## src/rtl/vga_timing_gen.sv

```systemverilog
// vga_timing_gen
//   VGA raster timing source. Divides clk down to a one-clk pixel strobe
//   and advances the column/line counters. Sync, bright and the line/frame
//   strobes are registered on the same clk as the counters, so they always
//   line up with the hCount/vCount they describe.
//   Optional feature: define VGA_FRAME_CNT_EN to add the 16-bit frameCount
//   output, which counts frameStart pulses.
//   Parameter ranges: CLK_DIV 1..16; H_TOTAL and V_TOTAL each <= 1024.
module vga_timing_gen #(
   parameter int H_VISIBLE = 640,
   parameter int H_FRONT   = 16,
   parameter int H_SYNC    = 96,
   parameter int H_BACK    = 48,
   parameter int V_VISIBLE = 480,
   parameter int V_FRONT   = 10,
   parameter int V_SYNC    = 2,
   parameter int V_BACK    = 33,
   parameter int CLK_DIV   = 2,
   parameter bit SYNC_POL  = 1'b0
) (
   input  logic        clk,
   input  logic        reset,
   input  logic        en,
   output logic        pixEn,
   output logic [9:0]  hCount,
   output logic [9:0]  vCount,
   output logic        hSync,
   output logic        vSync,
   output logic        bright,
   output logic        lineStart,
   output logic        frameStart
`ifdef VGA_FRAME_CNT_EN
   ,
   output logic [15:0] frameCount
`endif
);

   localparam int H_TOTAL = H_VISIBLE + H_FRONT + H_SYNC + H_BACK;
   localparam int V_TOTAL = V_VISIBLE + V_FRONT + V_SYNC + V_BACK;

   localparam logic [9:0] H_LAST       = 10'(H_TOTAL - 1);
   localparam logic [9:0] V_LAST       = 10'(V_TOTAL - 1);
   localparam logic [9:0] H_VIS_END    = 10'(H_VISIBLE);
   localparam logic [9:0] V_VIS_END    = 10'(V_VISIBLE);
   localparam logic [9:0] H_SYNC_FIRST = 10'(H_VISIBLE + H_FRONT);
   localparam logic [9:0] H_SYNC_LAST  = 10'(H_VISIBLE + H_FRONT + H_SYNC - 1);
   localparam logic [9:0] V_SYNC_FIRST = 10'(V_VISIBLE + V_FRONT);
   localparam logic [9:0] V_SYNC_LAST  = 10'(V_VISIBLE + V_FRONT + V_SYNC - 1);

   localparam logic [3:0] DIV_LAST = 4'(CLK_DIV - 1);
   localparam logic       SYNC_ON  = SYNC_POL;
   localparam logic       SYNC_OFF = ~SYNC_POL;

   logic [3:0] div_cnt;
   logic       pix_tick;
   logic       h_wrap;
   logic       v_wrap;
   logic [9:0] h_next;
   logic [9:0] v_next;
   logic       hsync_next;
   logic       vsync_next;
   logic       bright_next;

   // Next raster position and the sync/bright levels that belong to it.
   always_comb begin
      // NOTE: every always_comb output is given a default first, so no path can leave a latch behind.
      pix_tick    = 1'b0;
      h_wrap      = 1'b0;
      v_wrap      = 1'b0;
      h_next      = hCount;
      v_next      = vCount;
      hsync_next  = SYNC_OFF;
      vsync_next  = SYNC_OFF;
      bright_next = 1'b0;

      pix_tick = en && (div_cnt == DIV_LAST);
      h_wrap   = (hCount == H_LAST);
      v_wrap   = (vCount == V_LAST);

      h_next = h_wrap ? 10'd0 : hCount + 10'd1;
      if (h_wrap) begin
         v_next = v_wrap ? 10'd0 : vCount + 10'd1;
      end

      if (h_next >= H_SYNC_FIRST && h_next <= H_SYNC_LAST) begin
         hsync_next = SYNC_ON;
      end
      if (v_next >= V_SYNC_FIRST && v_next <= V_SYNC_LAST) begin
         vsync_next = SYNC_ON;
      end
      bright_next = (h_next < H_VIS_END) && (v_next < V_VIS_END);
   end

   // Clock divider: counts enabled clks and wraps once per pixel period.
   always_ff @(posedge clk or posedge reset) begin
      // NOTE: sequential state uses <= so every register sees the values from before the edge.
      if (reset) begin
         div_cnt <= '0;
      end else if (en) begin
         div_cnt <= (div_cnt == DIV_LAST) ? 4'd0 : div_cnt + 4'd1;
      end
   end

   // Raster counters and their level outputs advance together on each pixel strobe.
   always_ff @(posedge clk or posedge reset) begin
      if (reset) begin
         hCount <= H_LAST;
         vCount <= V_LAST;
         hSync  <= SYNC_OFF;
         vSync  <= SYNC_OFF;
         bright <= 1'b0;
      end else if (pix_tick) begin
         hCount <= h_next;
         vCount <= v_next;
         hSync  <= hsync_next;
         vSync  <= vsync_next;
         bright <= bright_next;
      end
   end

   // One-clk strobes; all drop to 0 whenever en is low.
   always_ff @(posedge clk or posedge reset) begin
      if (reset) begin
         pixEn      <= 1'b0;
         lineStart  <= 1'b0;
         frameStart <= 1'b0;
      end else begin
         pixEn      <= pix_tick;
         lineStart  <= pix_tick && h_wrap;
         frameStart <= pix_tick && h_wrap && v_wrap;
      end
   end

`ifdef VGA_FRAME_CNT_EN
   // Frame counter: steps on the same clk that frameStart is raised, wraps at 0xFFFF.
   always_ff @(posedge clk or posedge reset) begin
      if (reset) begin
         frameCount <= '0;
      end else if (pix_tick && h_wrap && v_wrap) begin
         frameCount <= frameCount + 16'd1;
      end
   end
`endif

endmodule
```

## config.mk

```make
export PLATFORM = sky130hd
export DESIGN_NAME = vga_timing_gen
export DESIGN_NICKNAME = d
export VERILOG_FILES = /design/src/rtl/vga_timing_gen.sv
export SDC_FILE = /design/constraint.sdc
export NUM_CORES = 1
export LEC_CHECK = 0
export CAP_MARGIN = 20
export CORE_ASPECT_RATIO = 1.5
export CORE_UTILIZATION = 45
export CTS_BUF_LIST = sky130_fd_sc_hd__clkbuf_4 sky130_fd_sc_hd__clkbuf_8 sky130_fd_sc_hd__clkbuf_16
export DETAILED_ROUTE_END_ITERATION = 10
export DONT_BUFFER_PORTS = 1
export GPL_ROUTABILITY_DRIVEN = 0
export SLEW_MARGIN = 20
export SYNTH_ARGS = -nofsm -noshare
export SYNTH_HDL_FRONTEND = slang
export SYNTH_SLANG_ARGS = --single-unit
```

## constraint.sdc

```tcl
create_clock -name clk -period 4.7 [get_ports clk]
set_input_delay 0.47 -clock clk [delete_from_list [all_inputs] [get_ports clk]]
set_output_delay 0.47 -clock clk [all_outputs]
set_load 0.02 [all_outputs]
```

==> summary.txt, run 1 <==
Worst hold path
  – Hold crit path type: input pin to async pin

Global routing
  – First-pass GRT wire length: around 6600 µm
  – Largest net degree at the start of global routing: 31
  – Grt total ovfl: 0
  – Initial antenna violation count: 0
  – Vias in the first global route: about 1,400
  – GRT Util Overall: 0.212

Detailed routing
  – Met1 wire length: 1530 µm
  – DR WL met3: around 170 µm
  – Total iterations of the first detailed-routing run: 4
  – Uppermost layer routed: met4
  – Wire per inst: 16.5 µm
  – Routed WL: 3900 µm
  – Vias after detailed routing: between 1,000 and 1,500
  – Drt initial violations: 22
  – DRC: 0
  – Met2 WL post-DR: ~2000 µm
  – Vias per inst: slightly above 6
  – Post-route ant nets: 0

Synth
  – Mean area per synthesized cell: ~9.2 µm²
  – Largest family of logic cells by synthesized area: simple AND/OR/NAND/NOR gates
  – Synth Area in Compound Gates: 0.153
  – Post-synthesis sequential area ratio: 0.423
  – Synth Area in XOR/XNOR: 0.0823
  – Leading post-synthesis cells by cell area: dfrtp_1, dfstp_2, nand2_1, xnor2_1, o21ai_0
  – Synthesized-area fraction occupied by adder cells: 0.0277
  – Yosys cell types: 45
  – Top cell type's share of synthesized area: 0.249
  – Synth warnings: 0
  – Syn Std Cell Area: around 1800 µm²
  – Leading area contributor after synthesis: dfrtp_1
  – Async S/R FF share, synth: 1.00
  – Mapped Cells: roughly 200
  – Post-synthesis mux area share: 0.00622
  – Number of synthesized flops with an enable pin: 0
  – Main flop type after synthesis: dfrtp_1
  – Simple logic cell fraction of the synthesized area: 0.243
  – Syn nets: around 200
  – Seq cells post-synth: 30

Setup path
  – Max stage delay on crit path: 650 ps
  – WS Path Type: register to register
  – Delay-heaviest family, CP: simple AND/OR/NAND/NOR gates
  – Critical Path End Type: register
  – CP bufs+invs: 0
  – Crit path DAT: ~2800 ps
  – Reg2reg start: hCount[0]
  – Crit path cell chain: ha_1 > and4_1 > nand3_1 > or4_1 > o211ai_2 > nor4_2 > a31oi_1
  – Worst Path Required: around 4900 ps
  – Reg2reg path depth: 7
  – CP max stage cell: dfstp_2
  – FF-to-FF setup slack: 2100 ps
  – RR Endpoint: vSync
  – Startpoint types: register
  – Worst-path maximum fanout: 11

Finish
  – Post-route cell area: about 1900 µm²
  – Fillcell total: about 350
  – Most common cell after layout, fill and taps aside: nand2_1
  – Synth-to-layout area growth: 4.15%
  – Commonest cells after routing, fill and taps aside: nand2_1, dfrtp_1, o21ai_0
  – Layout cells sized above 1: 0.171
  – Multi-input gate area: 927 µm²
  – Reg area: ~770 µm²
  – Antenna fix cells: 0
  – Layout net count: 199

Clocking
  – Post-CTS Hold Buffers: 0
  – Clk sinks: 30
  – # resized after CTS: 0
  – CTS tree: yes
  – Total CTS buffers: 5
  – Clk buf depth: 2
  – Clk root buf: clkbuf_8
  – H-tree Lvls: 2
  – Worst skew pair latency: roughly 270 ps
  – Post-CTS setup repair buffer count: 0
  – Clock transition at path regs: roughly 60 ps

Power and ir drop
  – Net Sw Frac: 0.333
  – P_leak: 0.000733 µW
  – Total internal power: around 460 µW
  – Power density over the cells: approximately 370 nW/µm²
  – Sequential share of power: 0.553
  – Gate power share: 0.140
  – Peak VDD IR: roughly 0.23 mV
  – Clock power share: 0.306
  – P_sw: around 230 µW

STA
  – # setup viols final: 0
  – Final min period: about 2600 ps
  – Final Hold Viols: 0
  – Post-route setup TNS: 0 ps
  – Fin crit share: 0.553
  – Clock skew: roughly 3.6 ps
  – Worst Tran Pin Value: 565 ps
  – Worst relative slew slack: 0.624
  – Fmax: 385 MHz
  – Setup ws final: approximately 2100 ps
  – RSZ-0062 raised after global routing: no
  – Pins Over Slew Limit: 0

Placement
  – Pre-CTS setup slack: between 2000 and 2500 ps
  – Port Buf Inserts: 0
  – Hpwl dp: roughly 2800 µm
  – DP Area: between 1500 and 2000 µm²

Die
  – Die height: approximately 80 µm
  – Initial Util: 0.482
  – Io pins: 29
  – Core ar.: roughly 3700 µm²
  – Die Span X: ~54 µm
  – Die area: 4280 µm²
  – Cell Rows: 27

Outcome
  – Outcome: finished, final reports clean

Job
  – Max-cap viol count: 0
final cells by class:
cell class                      count  share of cell area
Tap cell                           43              0.0286
Timing Repair Buffer                1             0.00398
Multi-Input combinational cell    145               0.492
Sequential cell                    30               0.406
Clock buffer                        8              0.0485
Inverter                            9              0.0206
power groups by stage:
| stage | logic, µW | registers [µW] | clock network (µW) |
|---|---|---|---|
| after floorplan | 85.9 | 373 | 0 |
| after detailed placement | 99.8 | 390 | 0 |
| final | 97.4 | 384 | 213 |
| after global routing | 113 | 390 | 232 |
| after CTS | 100 | 385 | 222 |
| after global placement | 95.8 | 387 | 0 |
registers in the layout (all words and copies together) (netlist names):
| signal | flops |
|---|---|
| vSync | 1 |
| vCount | 10 |
| hCount | 10 |
| div_cnt | 4 |
| frameStart | 1 |
| lineStart | 1 |
| pixEn | 1 |
| bright | 1 |
| hSync | 1 |
kinds of logic (layout without fill, tap and decap cells):
kind of cell | Yosys count | in the layout
buf+inv | 21 | 18
xor+xnor | 17 | 17
fa+ha+maj | 4 | 4
simple gates | 80 | 80
mux | 1 | 1
compound gates | 43 | 43
flops | 30 | 30
per-layer routing:
layer	up-vias	track usage
li1	688	-
met1	697	0.241
met2	50	0.349
met3	14	0.0495
met4	0	0.118
met5	-	0
worst max-delay path by stage:
stage               from      to  slack, ps  cells after the start
2_1_floorplan  hCount[0]  bright       2500                      8
3_3_place_gp   hCount[0]   vSync       2220                      7
3_5_place_dp   hCount[0]   vSync       2090                      7
4_1_cts        hCount[0]   vSync       2080                      7
5_1_grt        hCount[0]   vSync       1870                      7
6_report       hCount[0]   vSync       2100                      7
synth_stat cells (2+ instances only):
cell / count
buf_2: 5
nand4_1: 6
inv_1: 8
a21oi_1: 4
o31ai_1: 7
buf_6: 3
nand2_1: 26
nor4_1: 3
a41oi_1: 2
nand3_1: 13
nor3_1: 4
or4_1: 3
xnor2_1: 11
and3_1: 4
o21ai_0: 17
nor4_2: 2
xor2_1: 6
nor2_1: 8
dfstp_2: 12
or3_1: 2
ha_1: 4
dfrtp_1: 18
a31oi_1: 4
clkbuf_1: 3
per-stage QoR:
step | instances | util | hold slack, ps | power, µW
final | 236 | 0.503 | 161 | 695
after global routing | 236 | 0.503 | 190 | 736
after CTS | 236 | 0.503 | 166 | 707
after detailed placement | 228 | 0.478 | 465 | 489
after global placement | 228 | 0.478 | 460 | 483
after floorplan | 196 | - | 461 | 459
(Power assumes the default switching activity.)
==> run 2, diff against run 1 <==
clock period = 2.15 ns   (was 4.7 ns; I/O delays follow)
==> run 2 against run 1 <==
Against the previous run:
- hold slack got worse by 140 ps
- setup slack got worse by 2000 ps
- register-to-register slack got worse by 2000 ps
- highest routed layer unchanged
==> summary.txt, run 2 (synthesis gave the netlist of run 1 again) <==
Outcome
  – Outcome: finished, final reports clean

Clocking
  – Clk root buf: clkbuf_8
  – Clk buf depth: 2 (unchanged)
  – Worst skew pair latency: 280 ps (about the same)
  – Total CTS buffers: 5 (unchanged)
  – Clock transition at path regs: 60 ps (about the same)
  – CTS tree: yes
  – Clk sinks: 30 (unchanged)
  – H-tree Lvls: 2 (unchanged)

Setup path
  – Worst Path Required: 2350 ps (-2550 ps)
  – CP max stage cell: dfstp_2
  – Reg2reg start: hCount[0]
  – Startpoint types: register
  – Crit path DAT: 2260 ps (-530 ps)
  – RR Endpoint: vSync
  – Crit. Startpoint: hCount[0]
  – WS Path Type: register to register
  – Worst setup path endpoint: vSync
  – Max stage delay on crit path: 560 ps (-90 ps)
  – FF-to-FF setup slack: 90 ps (-2010 ps)
  – Crit path cell chain: ha_4 > and4_4 > nand3_4 > or4_4 > o211ai_2 > nor4_2 > a31oi_1
  – Critical Path End Type: register
  – Worst-path maximum fanout: 6 (-5)
  – Reg2reg path depth: 7 (unchanged)

Worst hold path
  – Hold crit path type: input pin to register

Global routing
  – Vias in the first global route: 1,523 (+7.4%)
  – Grt total ovfl: 0 (unchanged)
  – First-pass GRT wire length: 7070 µm (+7.5%)
  – GRT Util Overall: 0.227 (+0.0149)
  – Initial antenna violation count: 0 (unchanged)
  – Largest net degree at the start of global routing: 22 (-29%)

Job
  – Max-cap viol count: 0 (unchanged)

Finish
  – Multi-input gate area: 981 µm² (+5.8%)
  – Layout cells sized above 1: 0.306 (+0.135)
  – Largest regs: hCount (10), vCount (10), div_cnt (4)
  – Most common cell after layout, fill and taps aside: buf_4
  – Layout net count: 228 (+15%)
  – Antenna fix cells: 0 (unchanged)
  – Synth-to-layout area growth: 19.3%
  – Reg area: 766 µm² (unchanged)
  – Post-route insts no fill: 265 (+12%)
  – Commonest cells after routing, fill and taps aside: buf_4, nand2_1, dfrtp_1
  – Fillcell total: 339 (-2.6%)

STA
  – Hold Slack: 26.2 ps (-135 ps)
  – Fmax: 487 MHz (+26%)
  – Clock skew: 5.76 ps (+2.11 ps)
  – RSZ-0062 raised after global routing: no
  – Pins Over Slew Limit: 0 (unchanged)
  – Worst Tran Pin Value: 390 ps (-175 ps)
  – # setup viols final: 0 (unchanged)
  – Worst relative slew slack: 0.739 (+0.115)
  – Fin crit share: 0.956 (+0.403)
  – Final min period: 2060 ps (-543 ps)
  – Final Hold Viols: 0 (unchanged)

Detailed routing
  – Routed WL: 4230 µm (+8.4%)
  – Total iterations of the first detailed-routing run: 4 (unchanged)
  – DRC: 0 (unchanged)
  – Wire per inst: 16.0 µm (-3.5%)
  – Vias after detailed routing: 1,548 (+6.8%)
  – Post-route ant nets: 0 (unchanged)
  – Drt initial violations: 29 (+32%)
  – Vias per inst: 5.84 (-4.9%)

Placement
  – Port Buf Inserts: 0 (unchanged)
  – Hpwl dp: 3250 µm (+15%)
  – Placed cells: 256 (+12%)

Die
  – Die area: 4280 µm² (unchanged)
  – Initial Util: 0.482 (unchanged)
  – Io pins: 29 (unchanged)
  – Core ar.: 3750 µm² (unchanged)
  – Cell Rows: 27 (unchanged)
  – Die height: 79.7 µm (unchanged)
  – Die Span X: 53.8 µm (unchanged)

Power and ir drop
  – P_leak: 0.000898 µW (+22%)
  – Power density over the cells: 750 nW/µm² (+100%)
  – Peak VDD IR: 0.627 mV (+170%)
==> run 2: power by group <==
part / total, µW / internal (µW) / switching (µW)
logic: 387 / 150 / 237
registers: 762 / 665 / 96.7
clock network: 469 / 267 / 202
total: 1620 / 1080 / 536
==> run 2: timing repair <==
item                       CTS  global route
setup endpoints to repair    1             4
resized for setup            1             8
hold buffers                 1             0
hold endpoints to repair     7             0
setup buffers                0             0
==> run 2: worst min-delay path by stage <==
stage	startpoint	end	slack (ps)	cells past startpoint
after global routing	en	div_cnt[0]	20	1
after detailed placement	reset	div_cnt[2]	90	1
after global placement	reset	div_cnt[3]	90	1
after CTS	en	div_cnt[0]	20	1
after floorplan	reset	bright	300	1
final	en	div_cnt[0]	30	1
==> run 2: final cells by class <==
type	instances	area share
multi-input combinational	145	0.454
inverter	9	0.0180
clock buffer	8	0.0423
timing repair buffer	30	0.106
sequential	30	0.355
tap	43	0.0249
==> run 2: worst max-delay path: cells and delay by family (launching register included) <==
family | cells | cell delay [ps]
adders and majority gates | 1 | 160
DFF | 1 | 560
AOI/OAI and AO/OA | 2 | 270
and+or+nand+nor | 4 | 990
==> run 2: per-layer routing <==
metal  GRT usage  vias to the layer above  wire (µm)
li1            -                      750          -
met1       0.263                      763       1700
met2       0.398                       28       2340
met3      0.0457                        7        126
met4      0.0763                        0         59
met5           0                        -          0
==> run 2: metrics by stage <==
| stage | util | worst slack (ps) | power [µW] | TNS, ps | instance area [µm²] |
|---|---|---|---|---|---|
| 6_report | 0.576 | 94.8 | 1620 | 0 | 2160 |
| 5_1_grt | 0.576 | 14.7 | 1710 | 0 | 2160 |
| 4_1_cts | 0.566 | 9.24 | 1630 | 0 | 2120 |
| 3_5_place_dp | 0.538 | -12.6 | 1160 | -12.6 | 2020 |
| 3_3_place_gp | 0.538 | 81.9 | 1150 | 0 | 2020 |
| 2_1_floorplan | - | 1.76 | 1020 | 0 | 1820 |
==> run 3, diff against run 2 <==
CTS_BUF_LIST = default   (was sky130_fd_sc_hd__clkbuf_4 sky130_fd_sc_hd__clkbuf_8 sky130_fd_sc_hd__clkbuf_16)
==> run 3 against run 2 <==
Against the previous run:
- clock-buffer cell count is the same
- combinational power is essentially flat
- sequential share of layout area up 0.19 points
- clock skew barely moved
- via count decreased by 0.45%
- critical endpoint unchanged
- largest power group unchanged
==> summary.txt, run 3 (synthesis gave the netlist of run 1 again) <==
Finish
  – Antenna fix cells: 0 (unchanged)
  – Layout cells sized above 1: 0.293 (-0.0135)
  – Largest regs: hCount (10), vCount (10), div_cnt (4)
  – Commonest cells after routing, fill and taps aside: buf_4, nand2_1, dfrtp_1
  – Layout net count: 228 (unchanged)
  – Most common cell after layout, fill and taps aside: buf_4
  – Post-route cell area: 2150 µm² (-0.52%)
  – Fillcell total: 339 (unchanged)
  – End-of-flow core utilization: 0.573 (-0.00300)
  – Synth-to-layout area growth: 18.7%

STA
  – Final min period: 2060 ps (+3.61 ps)
  – Worst relative slew slack: 0.744 (+0.00488)
  – Pins Over Slew Limit: 0 (unchanged)
  – Fin crit share: 0.958 (+0.00168)
  – Fmax: 486 MHz (-0.18%)
  – Clock skew: 6.11 ps (+0.356 ps)
  – # setup viols final: 0 (unchanged)
  – RSZ-0062 raised after global routing: no
  – Hold Slack: 26.8 ps (+0.570 ps)
  – Worst Tran Pin Value: 383 ps (-7.29 ps)
  – Post-route setup TNS: 0 ps (unchanged)
  – Final Hold Viols: 0 (unchanged)

Detailed routing
  – Met2 WL post-DR: 2340 µm (-0.13%)
  – Wire per inst: 16.1 µm (+0.76%)
  – Drt initial violations: 30 (+3.4%)
  – Routed WL: 4260 µm (+0.76%)
  – Uppermost layer routed: met4
  – Total iterations of the first detailed-routing run: 4 (unchanged)
  – DRC: 0 (unchanged)
  – Met1 wire length: 1740 µm (+2.5%)
  – Vias after detailed routing: 1,541 (-0.45%)
  – DR WL met3: 117 µm (-7.1%)
  – Post-route ant nets: 0 (unchanged)
  – Vias per inst: 5.82 (-0.45%)

Setup path
  – Crit. Startpoint: hCount[0]
  – Worst-path maximum fanout: 6 (unchanged)
  – Startpoint types: register
  – Reg2reg start: hCount[0]
  – Worst Path Required: 2360 ps (about the same)
  – Crit path DAT: 2260 ps (about the same)
  – Critical Path End Type: register
  – WS Path Type: register to register

Die
  – Die area: 4280 µm² (unchanged)
  – Die height: 79.7 µm (unchanged)
  – Cell Rows: 27 (unchanged)
  – Initial Util: 0.482 (unchanged)
  – Die Span X: 53.8 µm (unchanged)
  – Io pins: 29 (unchanged)
  – Core ar.: 3750 µm² (unchanged)

Global routing
  – GRT Util Overall: 0.228 (+0.000768)
  – Grt total ovfl: 0 (unchanged)
  – Initial antenna violation count: 0 (unchanged)
  – Vias in the first global route: 1,519 (-0.26%)
  – First-pass GRT wire length: 7090 µm (+0.30%)
  – Largest net degree at the start of global routing: 22 (unchanged)

Worst hold path
  – Worst hold start: en
  – Hold crit path type: input pin to register

Clocking
  – Clk root buf: clkbuf_8
  – CTS tree: yes
  – Clk sinks: 30 (unchanged)
  – Post-CTS setup repair buffer count: 0 (unchanged)
  – Clk buf depth: 2 (unchanged)
  – Worst skew pair latency: 280 ps (about the same)
  – Clock transition at path regs: 60 ps (about the same)
  – H-tree Lvls: 2 (unchanged)
  – Total CTS buffers: 5 (unchanged)

Placement
  – Hpwl dp: 3250 µm (unchanged)
  – Port Buf Inserts: 0 (unchanged)
  – DP Area: 2020 µm² (unchanged)

Power and ir drop
  – Pwr Total: 1580 µW (-2.3%)
  – Peak VDD IR: 0.584 mV (-6.8%)
  – P_leak: 0.000887 µW (-1.1%)
  – Power density over the cells: 736 nW/µm² (-1.8%)

Job
  – Max-cap viol count: 0 (unchanged)

Outcome
  – Outcome: finished, final reports clean
[run 3: cell counts in the layout (fill, tap and decap cells not counted)]
No cell type changed its count.
[run 3: through the flow]
step           setup slack (ps)  instances
3_3_place_gp               81.9        256
5_1_grt                    15.0        265
3_5_place_dp              -12.6        256
2_1_floorplan              1.76        196
6_report                   91.2        265
4_1_cts                    9.24        265
[run 3: repair_timing]
| item | 4_1_cts | 5_1_grt |
|---|---|---|
| gates resized for setup | 1 | 8 |
| pin swaps | 0 | 0 |
| endpoints found under the hold margin | 7 | 0 |
| hold buffers | 1 | 0 |
| setup endpoints to repair | 1 | 4 |
[run 3: where the power goes]
part / internal (µW) / switching (µW) / total (µW)
clock network: 230 / 202 / 431
logic: 150 / 238 / 388
registers: 665 / 96.4 / 761
[run 3: routing by layer]
metal / GRT usage / up-vias
li1: - / 753
met1: 0.258 / 761
met2: 0.405 / 22
met3: 0.0457 / 5
met4: 0.0763 / 0
met5: 0 / -
[run 3: worst paths after layout]
| check | cells past startpoint | endpoint | slack (ps) |
|---|---|---|---|
| max | 7 | vSync | 90 |
| min | 1 | div_cnt[0] | 30 |
| max reg2reg | 7 | vSync | 90 |
| min reg2reg | 1 | div_cnt[3] | 510 |
| max in group asynchronous | 3 | vCount[9] | 1140 |
| min in group asynchronous | 2 | div_cnt[3] | 340 |
[run 3: final cells by class]
type	count	area, µm²	share of cell area
Timing Repair Buffer	30	228	0.106
Multi-Input combinational cell	145	981	0.457
Inverter	9	38.8	0.0181
Sequential cell	30	766	0.357
Tap cell	43	53.8	0.0251
Clock buffer	8	80.1	0.0373
[run 3: worst max-delay path, stage by stage, from the launching register on]
cell and delay, ps:
dfstp_2 560, ha_4 160, and4_4 270, nand3_4 110
or4_4 540, o211ai_2 100, nor4_2 70, a31oi_1 170
